### src/rtl/camera_emulator.sv
`default_nettype none
// ============================================================================
//  Module   : camera_emulator
//  Purpose  : Transmitting end of an OV7670-style DVP pixel interface.
//             Generates synthetic RGB565 frames (colour bars, address ramp,
//             checkerboard or a solid colour) two bytes per pixel, with
//             h_ref/v_sync framing, so the capture path can run without a
//             physical sensor.
//  Ports    : clk_25      - system clock, all logic on its rising edge
//             reset       - synchronous, active-high reset
//             enable      - frame generation enable (sampled at frame start)
//             mode        - 0 bars, 1 address ramp, 2 checkerboard, 3 solid
//             solid_color - RGB565 colour used by mode 3
//             pclk        - pixel clock, clk_25 / 2
//             h_ref       - high while valid bytes are on data_out
//             v_sync      - high during the sync lines
//             data_out    - pixel byte (high byte first)
//             frame_done  - one clk_25 pulse at end of frame
//             frame_count - completed frames, wraps 255 -> 0
//  Revision : 1.0 - initial release
// ============================================================================
module camera_emulator #(
  parameter int H_ACTIVE = 160,
  parameter int V_ACTIVE = 120,
  parameter int H_BLANK  = 144,
  parameter int V_SYNC   = 3,
  parameter int V_BACK   = 17,
  parameter int V_FRONT  = 10,
  parameter int BAR_W    = 20
) (
  input  logic        clk_25,
  input  logic        reset,
  input  logic        enable,
  input  logic [1:0]  mode,
  input  logic [15:0] solid_color,
  output logic        pclk,
  output logic        h_ref,
  output logic        v_sync,
  output logic [7:0]  data_out,
  output logic        frame_done,
  output logic [7:0]  frame_count
);

  localparam int LINE_LEN = 2 * H_ACTIVE + H_BLANK;
  localparam int BC_W     = $clog2(LINE_LEN);
  localparam int V_MAX_A  = (V_SYNC > V_BACK) ? V_SYNC : V_BACK;
  localparam int V_MAX_B  = (V_ACTIVE > V_FRONT) ? V_ACTIVE : V_FRONT;
  localparam int V_MAX    = (V_MAX_A > V_MAX_B) ? V_MAX_A : V_MAX_B;
  localparam int LN_W     = $clog2(V_MAX + 1);
  localparam int BAR_CW   = $clog2(BAR_W + 1);

  localparam logic [BC_W-1:0]   BC_LAST   = BC_W'(LINE_LEN - 1);
  localparam logic [BC_W:0]     ACT_BYTES = (BC_W + 1)'(2 * H_ACTIVE);
  localparam logic [BAR_CW-1:0] BAR_LAST  = BAR_CW'(BAR_W - 1);
  // Masks selecting x[3] (byte counter bit 4) and y[3]; they truncate to
  // zero when the counters are too narrow to ever reach those values.
  localparam logic [BC_W-1:0]   X3_MASK   = BC_W'(16);
  localparam logic [LN_W-1:0]   Y3_MASK   = LN_W'(8);

  typedef enum logic [2:0] {
    ST_IDLE   = 3'd0,
    ST_VSYNC  = 3'd1,
    ST_VBACK  = 3'd2,
    ST_ACTIVE = 3'd3,
    ST_VFRONT = 3'd4
  } state_t;

  state_t            state_q, state_d;
  logic              phase_q, phase_d;
  logic [BC_W-1:0]   bc_q, bc_d;
  logic [LN_W-1:0]   line_q, line_d;
  logic [BAR_CW-1:0] bar_cnt_q, bar_cnt_d;
  logic [2:0]        bar_idx_q, bar_idx_d;
  logic [15:0]       ramp_q, ramp_d;
  logic [1:0]        mode_lat_q, mode_lat_d;
  logic [15:0]       solid_lat_q, solid_lat_d;
  logic [7:0]        frame_count_q, frame_count_d;
  logic              frame_done_q, frame_done_d;
  logic              h_ref_q, h_ref_d;
  logic              v_sync_q, v_sync_d;
  logic [7:0]        data_q, data_d;

  logic              start_frame;
  logic [LN_W-1:0]   line_end;
  logic [15:0]       pixel;

  // All "_d" position values describe the byte slot entered at this tick;
  // the output registers are computed from them so that h_ref, v_sync and
  // data_out change together with the pclk falling edge.
  always_comb begin
    phase_d       = ~phase_q;
    state_d       = state_q;
    bc_d          = bc_q;
    line_d        = line_q;
    bar_cnt_d     = bar_cnt_q;
    bar_idx_d     = bar_idx_q;
    ramp_d        = ramp_q;
    mode_lat_d    = mode_lat_q;
    solid_lat_d   = solid_lat_q;
    frame_count_d = frame_count_q;
    frame_done_d  = 1'b0;
    h_ref_d       = h_ref_q;
    v_sync_d      = v_sync_q;
    data_d        = data_q;
    start_frame   = 1'b0;
    pixel         = 16'h0000;
    line_end      = '0;

    case (state_q)
      ST_VSYNC:  line_end = LN_W'(V_SYNC - 1);
      ST_VBACK:  line_end = LN_W'(V_BACK - 1);
      ST_ACTIVE: line_end = LN_W'(V_ACTIVE - 1);
      ST_VFRONT: line_end = LN_W'(V_FRONT - 1);
      default:   line_end = '0;
    endcase

    if (phase_q) begin
      if (state_q == ST_IDLE) begin
        start_frame = enable;
      end else begin
        // Ramp holds y*H_ACTIVE + x; it steps after the low byte of every
        // active pixel, so after x = H_ACTIVE-1 it already equals the next
        // line's first address.
        if (bc_q[0] && (state_q == ST_ACTIVE) && ({1'b0, bc_q} < ACT_BYTES))
          ramp_d = ramp_q + 16'd1;

        if (bc_q == BC_LAST) begin
          bc_d      = '0;
          bar_cnt_d = '0;
          bar_idx_d = 3'd0;
          if (line_q == line_end) begin
            line_d = '0;
            case (state_q)
              ST_VSYNC:  state_d = ST_VBACK;
              ST_VBACK:  state_d = ST_ACTIVE;
              ST_ACTIVE: state_d = ST_VFRONT;
              default: begin
                frame_done_d  = 1'b1;
                frame_count_d = frame_count_q + 8'd1;
                if (enable) start_frame = 1'b1;
                else        state_d     = ST_IDLE;
              end
            endcase
          end else begin
            line_d = line_q + 1'b1;
          end
        end else begin
          bc_d = bc_q + 1'b1;
          // Leaving a pixel's low byte: advance the bar position.
          if (bc_q[0]) begin
            if (bar_cnt_q == BAR_LAST) begin
              bar_cnt_d = '0;
              if (bar_idx_q != 3'd7) bar_idx_d = bar_idx_q + 3'd1;
            end else begin
              bar_cnt_d = bar_cnt_q + 1'b1;
            end
          end
        end
      end

      if (start_frame) begin
        state_d     = ST_VSYNC;
        bc_d        = '0;
        line_d      = '0;
        bar_cnt_d   = '0;
        bar_idx_d   = 3'd0;
        ramp_d      = 16'h0000;
        mode_lat_d  = mode;
        solid_lat_d = solid_color;
      end

      case (mode_lat_d)
        2'd0:    pixel = {{5{bar_idx_d[2]}}, {6{bar_idx_d[1]}}, {5{bar_idx_d[0]}}};
        2'd1:    pixel = ramp_d;
        2'd2:    pixel = ((|(bc_d & X3_MASK)) ^ (|(line_d & Y3_MASK))) ? 16'hFFFF : 16'h0000;
        default: pixel = solid_lat_d;
      endcase

      h_ref_d  = (state_d == ST_ACTIVE) && ({1'b0, bc_d} < ACT_BYTES);
      v_sync_d = (state_d == ST_VSYNC);
      data_d   = h_ref_d ? (bc_d[0] ? pixel[7:0] : pixel[15:8]) : 8'h00;
    end
  end

  always_ff @(posedge clk_25) begin
    if (reset) begin
      state_q       <= ST_IDLE;
      phase_q       <= 1'b0;
      bc_q          <= '0;
      line_q        <= '0;
      bar_cnt_q     <= '0;
      bar_idx_q     <= 3'd0;
      ramp_q        <= 16'h0000;
      mode_lat_q    <= 2'd0;
      solid_lat_q   <= 16'h0000;
      frame_count_q <= 8'd0;
      frame_done_q  <= 1'b0;
      h_ref_q       <= 1'b0;
      v_sync_q      <= 1'b0;
      data_q        <= 8'h00;
    end else begin
      state_q       <= state_d;
      phase_q       <= phase_d;
      bc_q          <= bc_d;
      line_q        <= line_d;
      bar_cnt_q     <= bar_cnt_d;
      bar_idx_q     <= bar_idx_d;
      ramp_q        <= ramp_d;
      mode_lat_q    <= mode_lat_d;
      solid_lat_q   <= solid_lat_d;
      frame_count_q <= frame_count_d;
      frame_done_q  <= frame_done_d;
      h_ref_q       <= h_ref_d;
      v_sync_q      <= v_sync_d;
      data_q        <= data_d;
    end
  end

  assign pclk        = phase_q;
  assign h_ref       = h_ref_q;
  assign v_sync      = v_sync_q;
  assign data_out    = data_q;
  assign frame_done  = frame_done_q;
  assign frame_count = frame_count_q;

endmodule
`default_nettype wire
### config.mk
export PLATFORM = sky130hd
export DESIGN_NAME = camera_emulator
export DESIGN_NICKNAME = d
export VERILOG_FILES = /design/src/rtl/camera_emulator.sv
export SDC_FILE = /design/constraint.sdc
export NUM_CORES = 1
export LEC_CHECK = 0
export ABC_AREA = 1
export CORE_MARGIN = 3
export CORE_UTILIZATION = 41
export DETAILED_ROUTE_END_ITERATION = 12
export GPL_ROUTABILITY_DRIVEN = 0
export SETUP_SLACK_MARGIN = 0.1
export SLEW_MARGIN = 20
export SYNTH_ARGS = -nofsm -noshare
export SYNTH_HDL_FRONTEND = slang
export SYNTH_SLANG_ARGS = --single-unit
export TNS_END_PERCENT = 1
### constraint.sdc
create_clock -name clk_25 -period 2 [get_ports clk_25]
set_input_delay 0.2 -clock clk_25 [delete_from_list [all_inputs] [get_ports clk_25]]
set_output_delay 0.2 -clock clk_25 [all_outputs]
set_load 0.01 [all_outputs]
==> results of run 1 <==
-- report_power, final --
group | switching (mW) | total (mW) | internal, mW | leakage, nW
Clock | 0.729 | 1.62 | 0.888 | 0.136
Sequential | 0.0234 | 1.68 | 1.66 | 0.658
Combinational | 0.486 | 0.853 | 0.366 | 2.06
Total | 1.24 | 4.15 | 2.91 | 2.85
-- timing repair --
action                                  CTS  global route
setup buffers                             2             2
endpoints found under the setup margin   67            74
cloned                                    2             1
gates resized for setup                  48            20
pin swaps                                12            18
-- stage by stage --
stage                     util (%)  instances
after global placement        55.9        968
after CTS                     60.1        988
after global routing          61.3        991
after floorplan                  -        695
final                         61.3        991
after detailed placement      55.9        968
-- kinds of logic (layout without fill, tap and decap cells) --
kind of cell	after synthesis	in the layout	synth area share, %
adder cells (fa/ha/maj)	6	6	1.59
AO/OA/AOI/OAI	134	134	17.0
flip-flops	81	81	34.3
buffers and inverters	108	263	9.90
XOR/XNOR	23	23	4.26
AND/OR/NAND/NOR	343	344	32.9
-- layout make-up --
type	count	area, µm²	area share [%]
clock inverter	6	50.0	0.741
tap	140	175	2.59
inverter	78	305	4.52
sequential	81	1630	24.1
clock buffer	10	239	3.54
timing repair buffer	168	1480	21.8
timing repair inverter	1	7.51	0.111
multi-input combinational	507	2880	42.6
-- cells in the mapped netlist, types with 2 or more instances --
cell	instances	area (µm²)
nand2_1	186	698
dfxtp_1	81	1620
inv_1	73	274
nand3_1	73	365
o21ai_0	43	215
a21oi_1	34	170
nor2_1	34	128
xor2_1	21	184
o22ai_1	17	106
clkbuf_1	13	48.8
nor3_1	13	65.1
a22o_1	11	96.3
nand2_2	8	50.1
nand4_1	8	50.1
o211ai_1	8	60.1
buf_2	7	35.0
buf_4	7	52.6
ha_1	6	75.1
nand3_2	6	60.1
o21ai_1	6	30.0
a21boi_0	3	22.5
buf_6	3	33.8
nand3b_1	3	22.5
a211oi_1	2	15.0
a31oi_1	2	12.5
clkinv_1	2	7.51
inv_2	2	7.51
nor2_2	2	12.5
nor2_4	2	22.5
nor3b_1	2	15.0
nor4_1	2	12.5
o211a_1	2	20.0
o31ai_1	2	15.0
xnor2_1	2	17.5
-- worst register-to-register path: stages, from the launching register on --
cell,delay (ps)
dfxtp_2,350
buf_12,140
nand3_4,110
nand2_2,70
nand2_1,60
nor2_2,120
nand2_2,80
nor2_4,120
nand3_2,90
nand2_4,120
buf_6,120
nand3b_1,150
nand2_4,210
clkbuf_16,180
nand3_1,70
nand3_1,90
nand2_1,60
nand2_1,60
nand2_1,50
nand2_1,50
-- registers in the layout (all words and copies together) (netlist names) --
signal       cells
data_out         8
frame_done       1
solid_lat_q     16
bar_cnt_q        5
ramp_q          16
v_sync           1
bar_idx_q        3
pclk             1
state_q          3
line_q           7
h_ref            1
mode_lat_q       2
bc_q             9
frame_count      8
-- metal layers --
metal	global-route usage, %	wire length (µm)
met1	31.5	6960
met2	36.1	6590
met3	4.97	595
met4	7.05	157
met5	0	0
-- worst min-delay path by stage --
stage	endpoint	slack (ps)
6_report	data_out[4]	460
3_3_place_gp	data_out[7]	440
3_5_place_dp	data_out[3]	450
2_1_floorplan	solid_lat_q[10]	390
5_1_grt	data_out[5]	480
4_1_cts	data_out[3]	460
==> results_dict.tcl, run 1 <==
set metrics [dict create \
    crit_family "simple AND/OR/NAND/NOR gates" \
    powerDensity_mw_per_mm2 614 \
    fp-row-count 38 \
    grt_max_degree 29 \
    yosysSeqAreaShare_pct 34.3 \
    holdPathStages 2 \
    grt_pass1_wl_um 23900 \
    ctsHoldBuffers 0 \
    clk_pin_slew_ps 70 \
    arrival_ps 2650 \
    io_buffer_count 40 \
    final_area_mm2 0.00676 \
    coreArea_mm2 0.0110 \
    viasPerCell 5.10 \
    synth_edf_count 0 \
    cp.depth 19 \
    violations "negative setup slack" \
    syn-num-nets 722 \
    fin_skew_ps 7.70 \
    setup_violations 45 \
    reg2reg_from "state_q[0]" \
    grt_usage_pct 23.0 \
    vdd_drop_max_mv 0.418 \
    grt_pass1_vias 4979 \
    cpPeakStageDelay_ps 350 \
    endpoint_kind "flip-flop" \
    die_w_um 113 \
    synth_ff_type "dfxtp_1" \
    fp.dieH_um 113 \
    ff2ff_setup_slack_ps -350 \
    yosys_warnings 0 \
    final_layout_size_suffix_gt1_share_pct 25.3 \
    slew_violations 0 \
    antenna_cells 0 \
    ys_ff_latch 81 \
    synth_area_per_cell_um2 6.80 \
    hold_class "flip-flop to flip-flop" \
    wire_per_inst_um 14.4 \
    num_vias 5051 \
    dp_worst_setup_slack_ps -366 \
    max_cap_viol_count 0 \
    max_slew.worst_pin.slew_ps 386 \
    synthDistinctLibCells 43 \
    crit_type "flip-flop to flip-flop" \
    hold_viol 0 \
    startpoint "state_q[0]" \
    final_cell_mix "174 x nand2_1, 114 x buf_4, 77 x dfxtp_1" \
    clock_latency_ps 350 \
    reg2regPathDepth 19 \
    io_pins 41 \
    numCtsBuffers 9 \
    setup_slack_ps -350 \
    dieArea_mm2 0.0129 \
    fmax_mhz 426 \
    drtIter0Drc 450 \
    rsz0062_at_grt "yes" \
    dp_hpwl_um 10200 \
    worstReg2RegEnd "data_out[1]" \
    critPathLaunchType "flip-flop" \
    initial_utilization_pct 42.8 \
    worstHoldStart "data_out[4]" \
    postSynth.asyncResetShare_pct 0 \
    critPathRequiredTime_ps 2300 \
    synthCells 695 \
    cts_tree "done" \
    root_buffer "clkbuf_16" \
    clock_path_buffers 2 \
    nets 873 \
    crit_path_end "data_out[1]" \
    nFillCells 1032 \
    antenna_found_initial 0 \
    critPathSlowestCell "dfxtp_2" \
    areaGrowthSynthToFinish_pct 43.0 \
    ant_nets 0 \
    firstDrtPassIters 4 \
    tns_ps -5610 \
    synth_area_mm2 0.00473 \
    cellLeakagePower_nw 2.85 \
    totalWireLength_um 14300 \
    htreeDepth 3 \
    finalCritPeriodShare_pct 117 \
    drc_errors 0 \
    worst_hold_slack_ps 458 \
    maxSlewHeadroom_pct 74.1 \
    cp_max_fo 8 \
    place_area_mm2 0.00617 \
    status "finished, violations left" \
    cpMostUsedCell "nand2_1" \
    post-route-min-period_ps 2350 \
    layout_commonest_cell "nand2_1" \
    overflow 0 \
    path_buf_inv 3 \
    cts.sinks 81 \
    finalPower_mw 4.15 \
    cp_cell_sequence "buf_12, nand3_4, nand2_2, nand2_1, nor2_2, nand2_2, nor2_4, nand3_2, nand2_4, buf_6, nand3b_1, nand2_4, clkbuf_16, nand3_1, nand3_1, nand2_1, nand2_1, nand2_1, nand2_1" \
]
Note: power is estimated with default switching activity, not from simulation.
==> run 2: changes to the inputs <==
- CELL_PAD_IN_SITES_DETAIL_PLACEMENT: default -> 1
- CELL_PAD_IN_SITES_GLOBAL_PLACEMENT: default -> 1
- CORE_UTILIZATION: 41 -> 38
- PLACE_DENSITY_LB_ADDON: default -> 0.1
==> run 2 against run 1 <==
  * The run still ends with negative setup slack left
  * Critical endpoint is now data_out[2]
  * Utilization fell by 2.2 points
  * Highest routed layer unchanged
  * Non-clock buffer count increased by 6
  * Wire length grew 24%
  * Largest cell class unchanged
  * Largest power group is now clock
  * Critical path depth is 1 lower
  * Via count rose by 6.4%
  * Hold slack got worse by 3.8 ps
  * Final area increased by 5.5%
==> results_dict.tcl, run 2 (synthesis gave the netlist of run 1 again) <==
set metrics [dict create \
    num_vias 5373 \
    setup_violations 43 \
    final_layout_size_suffix_gt1_share_pct 29.9 \
    post-route-util_pct 59.1 \
    finalCritPeriodShare_pct 117 \
    min_to "data_out[4]" \
    status "finished, violations left" \
    cellLeakagePower_nw 3.01 \
    slew_violations 0 \
    arrival_ps 2590 \
    viasPerCell 5.25 \
    nFillCells 1498 \
    cpMostUsedCell "nand2_1" \
    worstHoldStart "data_out[4]" \
    path_buf_inv 6 \
    pwr-share-seq_pct 37.6 \
    dp_worst_setup_slack_ps -449 \
    clock_path_buffers 2 \
    drtIter0Drc 275 \
    numCtsBuffers 9 \
    reg_top3 "ramp_q: 16 flops, solid_lat_q: 16 flops, bc_q: 9 flops" \
    fp-row-count 40 \
    cp_max_fo 8 \
    antenna_found_initial 0 \
    final_cells 1024 \
    areaGrowthSynthToFinish_pct 50.8 \
    layout_commonest_cell "nand2_1" \
    fmax_mhz 427 \
    reg2regPathDepth 18 \
    critPathLaunchType "flip-flop" \
    dp_hpwl_um 12200 \
    drc_errors 0 \
    max_cap_viol_count 0 \
    max_slew.worst_pin.slew_ps 361 \
    root_buffer "clkbuf_16" \
    nets 878 \
    coreArea_mm2 0.0121 \
    grt_pass1_wl_um 28300 \
    clk_pin_slew_ps 60 \
    holdPathStages 2 \
    dieArea_mm2 0.0138 \
    fp.dieH_um 118 \
    ant_nets 0 \
    ff2ff_setup_slack_ps -340 \
    hold_viol 0 \
    seq_area_mm2 0.00163 \
    dpl.cell_count 992 \
    post-route-min-period_ps 2340 \
    cpPeakStageDelay_ps 380 \
    critPathSlowestCell "dfxtp_4" \
    wire_per_inst_um 17.3 \
    grt_max_degree 33 \
    cts_tree "done" \
    initial_utilization_pct 39.2 \
    powerDensity_mw_per_mm2 627 \
    final_cell_mix "166 x nand2_1, 113 x buf_4, 77 x dfxtp_1" \
    fin_skew_ps 5.12 \
    clkPwrFrac_pct 40.6 \
    pwr-share-comb_pct 21.8 \
    p_switching_mw 1.30 \
    p_int_mw 3.17 \
    die_w_um 118 \
    cp_cell_sequence "buf_6, nor2_8, buf_4, nand2_4, nand4_1, nor3_2, buf_4, buf_4, nand2_1, nand2_1, nand4_1, a21oi_2, buf_4, nor2_4, nand2_1, inv_1, nand2_1, nand2_1" \
    clock_latency_ps 350 \
    firstDrtPassIters 4 \
    critPathRequiredTime_ps 2240 \
    totalWireLength_um 17800 \
    io_pins 41 \
    rsz0062_at_grt "yes" \
    io_buffer_count 40 \
    crit_type "flip-flop to flip-flop" \
    endpoint_kind "flip-flop" \
    setup_slack_ps -344 \
    ctsHoldBuffers 0 \
    reg2reg_from "state_q[1]" \
    htreeDepth 3 \
    vdd_drop_max_mv 0.746 \
    grt_usage_pct 24.8 \
    worstReg2RegEnd "data_out[2]" \
    switching_share_pct 29.0 \
    multi_input_area_mm2 0.00307 \
    maxSlewHeadroom_pct 75.7 \
    overflow 0 \
    violations "negative setup slack" \
    cts.sinks 81 \
    grt_pass1_vias 5649 \
    antenna_cells 0 \
    crit_family "simple AND/OR/NAND/NOR gates" \
    hold_class "flip-flop to flip-flop" \
]
==> run 2: cell count changes in the layout (fill, tap and decap cells not counted), moves of 5 or more <==
cell / previous run / this run
nand2_2: 13 / 18
a21oi_2: 4 / 9
nor2_1: 29 / 23
nand3_1: 69 / 58
nand2_1: 174 / 166
a21oi_1: 30 / 25
nor2_2: 4 / 11
o21ai_0: 35 / 27
buf_12: 5 / 11
nand3_2: 7 / 15
==> run 2: worst register-to-register path: stages, from the launching register on <==
cell and delay [ps]:
dfxtp_4 380, buf_6 120, nor2_8 40, buf_4 140, nand2_4 100, nand4_1 160
nor3_2 210, buf_4 140, buf_4 100, nand2_1 50, nand2_1 60, nand4_1 140
a21oi_2 150, buf_4 140, nor2_4 60, nand2_1 70, inv_1 50, nand2_1 80
nand2_1 50
==> run 2: final cells by class <==
class	instances	area share [%]
Inverter	78	4.27
Multi-Input combinational cell	507	43.1
Timing Repair Buffer	174	22.4
Tap cell	168	2.95
Clock buffer	9	3.16
Sequential cell	81	22.9
Clock inverter	7	1.30
==> run 2: stage by stage <==
stage	hold slack, ps	total power [mW]	setup TNS, ps	cell area, µm²
2_1_floorplan	393	2.16	-366	4770
3_3_place_gp	442	2.49	-8040	6220
3_5_place_dp	444	2.51	-12710	6220
4_1_cts	456	4.41	-7100	6780
5_1_grt	479	4.65	-15300	7130
6_report	454	4.47	-6730	7130
==> run 2: per-layer routing <==
metal | share of wire, % | track usage [%] | up-vias
li1 | - | - | 2629
met2 | 50 | 42.8 | 98
met5 | 0 | 0 | -
met3 | 3.2 | 3.89 | 29
met4 | 2.0 | 8.57 | 0
met1 | 45 | 31.6 | 2617
==> run 2: worst max-delay path by stage <==
stage / from / to / slack, ps / cells past startpoint
after global placement: state_q[2] / data_out[3] / -350 / 20
after CTS: state_q[0] / data_out[5] / -300 / 18
after detailed placement: state_q[1] / data_out[6] / -450 / 19
after global routing: state_q[1] / data_out[2] / -510 / 18
final: state_q[1] / data_out[2] / -340 / 18
after floorplan: state_q[2] / data_out[0] / -40 / 21
==> run 2: power groups by stage <==
stage | Sequential (mW) | Clock, mW | Combinational (mW)
6_report | 1.68 | 1.81 | 0.974
5_1_grt | 1.68 | 1.91 | 1.06
4_1_cts | 1.68 | 1.86 | 0.874
3_5_place_dp | 1.72 | 0 | 0.796
3_3_place_gp | 1.71 | 0 | 0.779
2_1_floorplan | 1.71 | 0 | 0.453
==> run 2: timing repair <==
item | CTS | global route
pin swaps | 21 | 27
cloned | 1 | 1
resized for setup | 57 | 68
setup endpoints to repair | 74 | 77
setup buffers | 5 | 9
==> run 3: changes to the inputs <==
- CORE_UTILIZATION: 38 -> 41
- clock period: 2 -> 2.6 ns (I/O delays scaled with it)
==> run 3 against run 2 <==
  * The flow now finishes without violations
  * Clock-buffer cell count grew 2
  * Worst setup slack better by 520 ps
  * Critical endpoint unchanged
  * Largest power group is now registers
  * Wire length fell by 15%
  * Sequential power decreased by 23%
  * Clock power fell by 32%
  * Final cell count decreased by 12%
  * Flip-flop and latch count is the same
  * Power down 31%
==> results_dict.tcl, run 3 (synthesis gave the netlist of run 1 again) <==
set metrics [dict create \
    status "complete, no violations" \
    max_slew.worst_pin.slew_ps 548 \
    fp.dieH_um 113 \
    coreArea_mm2 0.0110 \
    multi_input_area_mm2 0.00274 \
    firstDrtPassIters 4 \
    critPathRequiredTime_ps 2890 \
    hold_viol 0 \
    dp_hpwl_um 10900 \
    cellLeakagePower_nw 2.37 \
    cpMostUsedCell "nand2_1" \
    worstHoldStart "v_sync" \
    critPathLaunchType "flip-flop" \
    worstReg2RegEnd "data_out[2]" \
    setup_violations 0 \
    antenna_cells 0 \
    powerDensity_mw_per_mm2 523 \
    crit_type "flip-flop to flip-flop" \
    cpPeakStageDelay_ps 340 \
    nFillCells 1445 \
    io_buffer_count 40 \
    overflow 0 \
    min_to "v_sync" \
    clock_latency_ps 350 \
    layout_commonest_cell "nand2_1" \
    clock_path_buffers 2 \
    cts_tree "done" \
    tns_ps 0 \
    num_vias 4913 \
    wire_per_inst_um 16.8 \
    ant_nets 0 \
    fin_skew_ps 8.02 \
    seq_area_mm2 0.00163 \
    slew_violations 0 \
    grt_pass1_wl_um 24300 \
    nets 779 \
    cts.sinks 81 \
    finalCritPeriodShare_pct 93.3 \
    initial_utilization_pct 42.8 \
    htreeDepth 3 \
    drtIter0Drc 246 \
    cp_max_fo 8 \
    fmax_mhz 412 \
    vdd_drop_max_mv 0.333 \
    final_layout_size_suffix_gt1_share_pct 13.3 \
    io_pins 41 \
    antenna_found_initial 0 \
    post-route-min-period_ps 2420 \
    reg_top3 "ramp_q: 16 flops, solid_lat_q: 16 flops, bc_q: 9 flops" \
    areaGrowthSynthToFinish_pct 25.0 \
    viasPerCell 5.48 \
    hold_class "flip-flop to flip-flop" \
    rsz0062_at_grt "yes" \
    max_cap_viol_count 0 \
    grt_pass1_vias 5040 \
    ff2ff_setup_slack_ps 180 \
    holdPathStages 2 \
    grt_max_degree 33 \
    die_w_um 113 \
    endpoint_kind "flip-flop" \
    clk_pin_slew_ps 60 \
    totalWireLength_um 15100 \
    reg2regPathDepth 20 \
    root_buffer "clkbuf_16" \
    worst_hold_slack_ps 461 \
    drc_errors 0 \
    maxSlewHeadroom_pct 63.1 \
    fp-row-count 38 \
    dieArea_mm2 0.0129 \
    grt_usage_pct 23.3 \
    cp_cell_sequence "buf_4, nor2_8, nand2_2, nand2_1, nand2_1, nand2_1, nand2_2, nor2_4, nand3_2, nand2_2, buf_6, nand3b_1, nand2_4, buf_12, nand3_1, nand3_1, nand2_1, nand2_1, nand2_1, nand2_1" \
    reg2reg_from "state_q[0]" \
    critPathSlowestCell "dfxtp_2" \
    numCtsBuffers 9 \
    arrival_ps 2710 \
    final_cell_mix "183 x nand2_1, 78 x dfxtp_1, 73 x inv_1" \
]
[run 3: cell types whose count changed in the layout (fill, tap and decap cells not counted), sizes merged]
cell | previous run | this run
clkbuf | 10 | 14
bufinv | 2 | 0
nand2 | 195 | 194
buf | 133 | 33
clkinvlp | 1 | 2
inv | 77 | 76
[run 3: critical path: cells and delay by family (launching register included)]
kind                   cells  cell delay [ps]
and+or+nand+nor           17             1580
buffers and inverters      3              440
DFF                        1              340
[run 3: through the flow]
step	power [mW]	setup slack (ps)	utilization, %	instances	cell area (µm²)
2_1_floorplan	1.65	457	-	695	4730
3_3_place_gp	1.80	84.4	48.9	876	5390
3_5_place_dp	1.82	-11.5	48.9	876	5390
4_1_cts	3.04	112	51.7	892	5700
5_1_grt	3.23	-23.3	53.6	897	5910
6_report	3.09	175	53.6	897	5910
[run 3: layer usage]
| metal | GRT usage, % | share of wire [%] |
|---|---|---|
| met1 | 30.5 | 47 |
| met2 | 39.8 | 48 |
| met3 | 3.74 | 3.3 |
| met4 | 6.57 | 1.6 |
| met5 | 0 | 0 |
[run 3: where the power goes]
| part | internal (mW) | switching (mW) | leakage, nW |
|---|---|---|---|
| logic | 0.226 | 0.344 | 1.57 |
| registers | 1.27 | 0.0195 | 0.657 |
| clock network | 0.694 | 0.534 | 0.137 |
| total | 2.19 | 0.897 | 2.37 |
[run 3: worst max-delay path by stage]
stage | to | depth (start not counted) | slack (ps) | from
floorplan | data_out[0] | 13 | 460 | bc_q[0]
global placement | line_q[2] | 13 | 80 | state_q[1]
detailed placement | line_q[2] | 13 | -10 | state_q[1]
CTS | line_q[2] | 17 | 110 | state_q[0]
global route | data_out[0] | 19 | -20 | state_q[0]
finish | data_out[2] | 20 | 180 | state_q[0]
[run 3: repair_timing]
action	4_1_cts	5_1_grt
hold buffers	0	0
pin swaps	0	8
setup endpoints to repair	11	17
cloned	0	3
buffers inserted	0	2
resized for setup	7	34
[run 3: cell type report]
class,count,area share [%]
clock inverter,5,0.508
inverter,78,5.15
clock buffer,11,4.28
sequential,81,27.6
tap,140,2.97
multi-input combinational,506,46.4
timing repair buffer,76,13.1
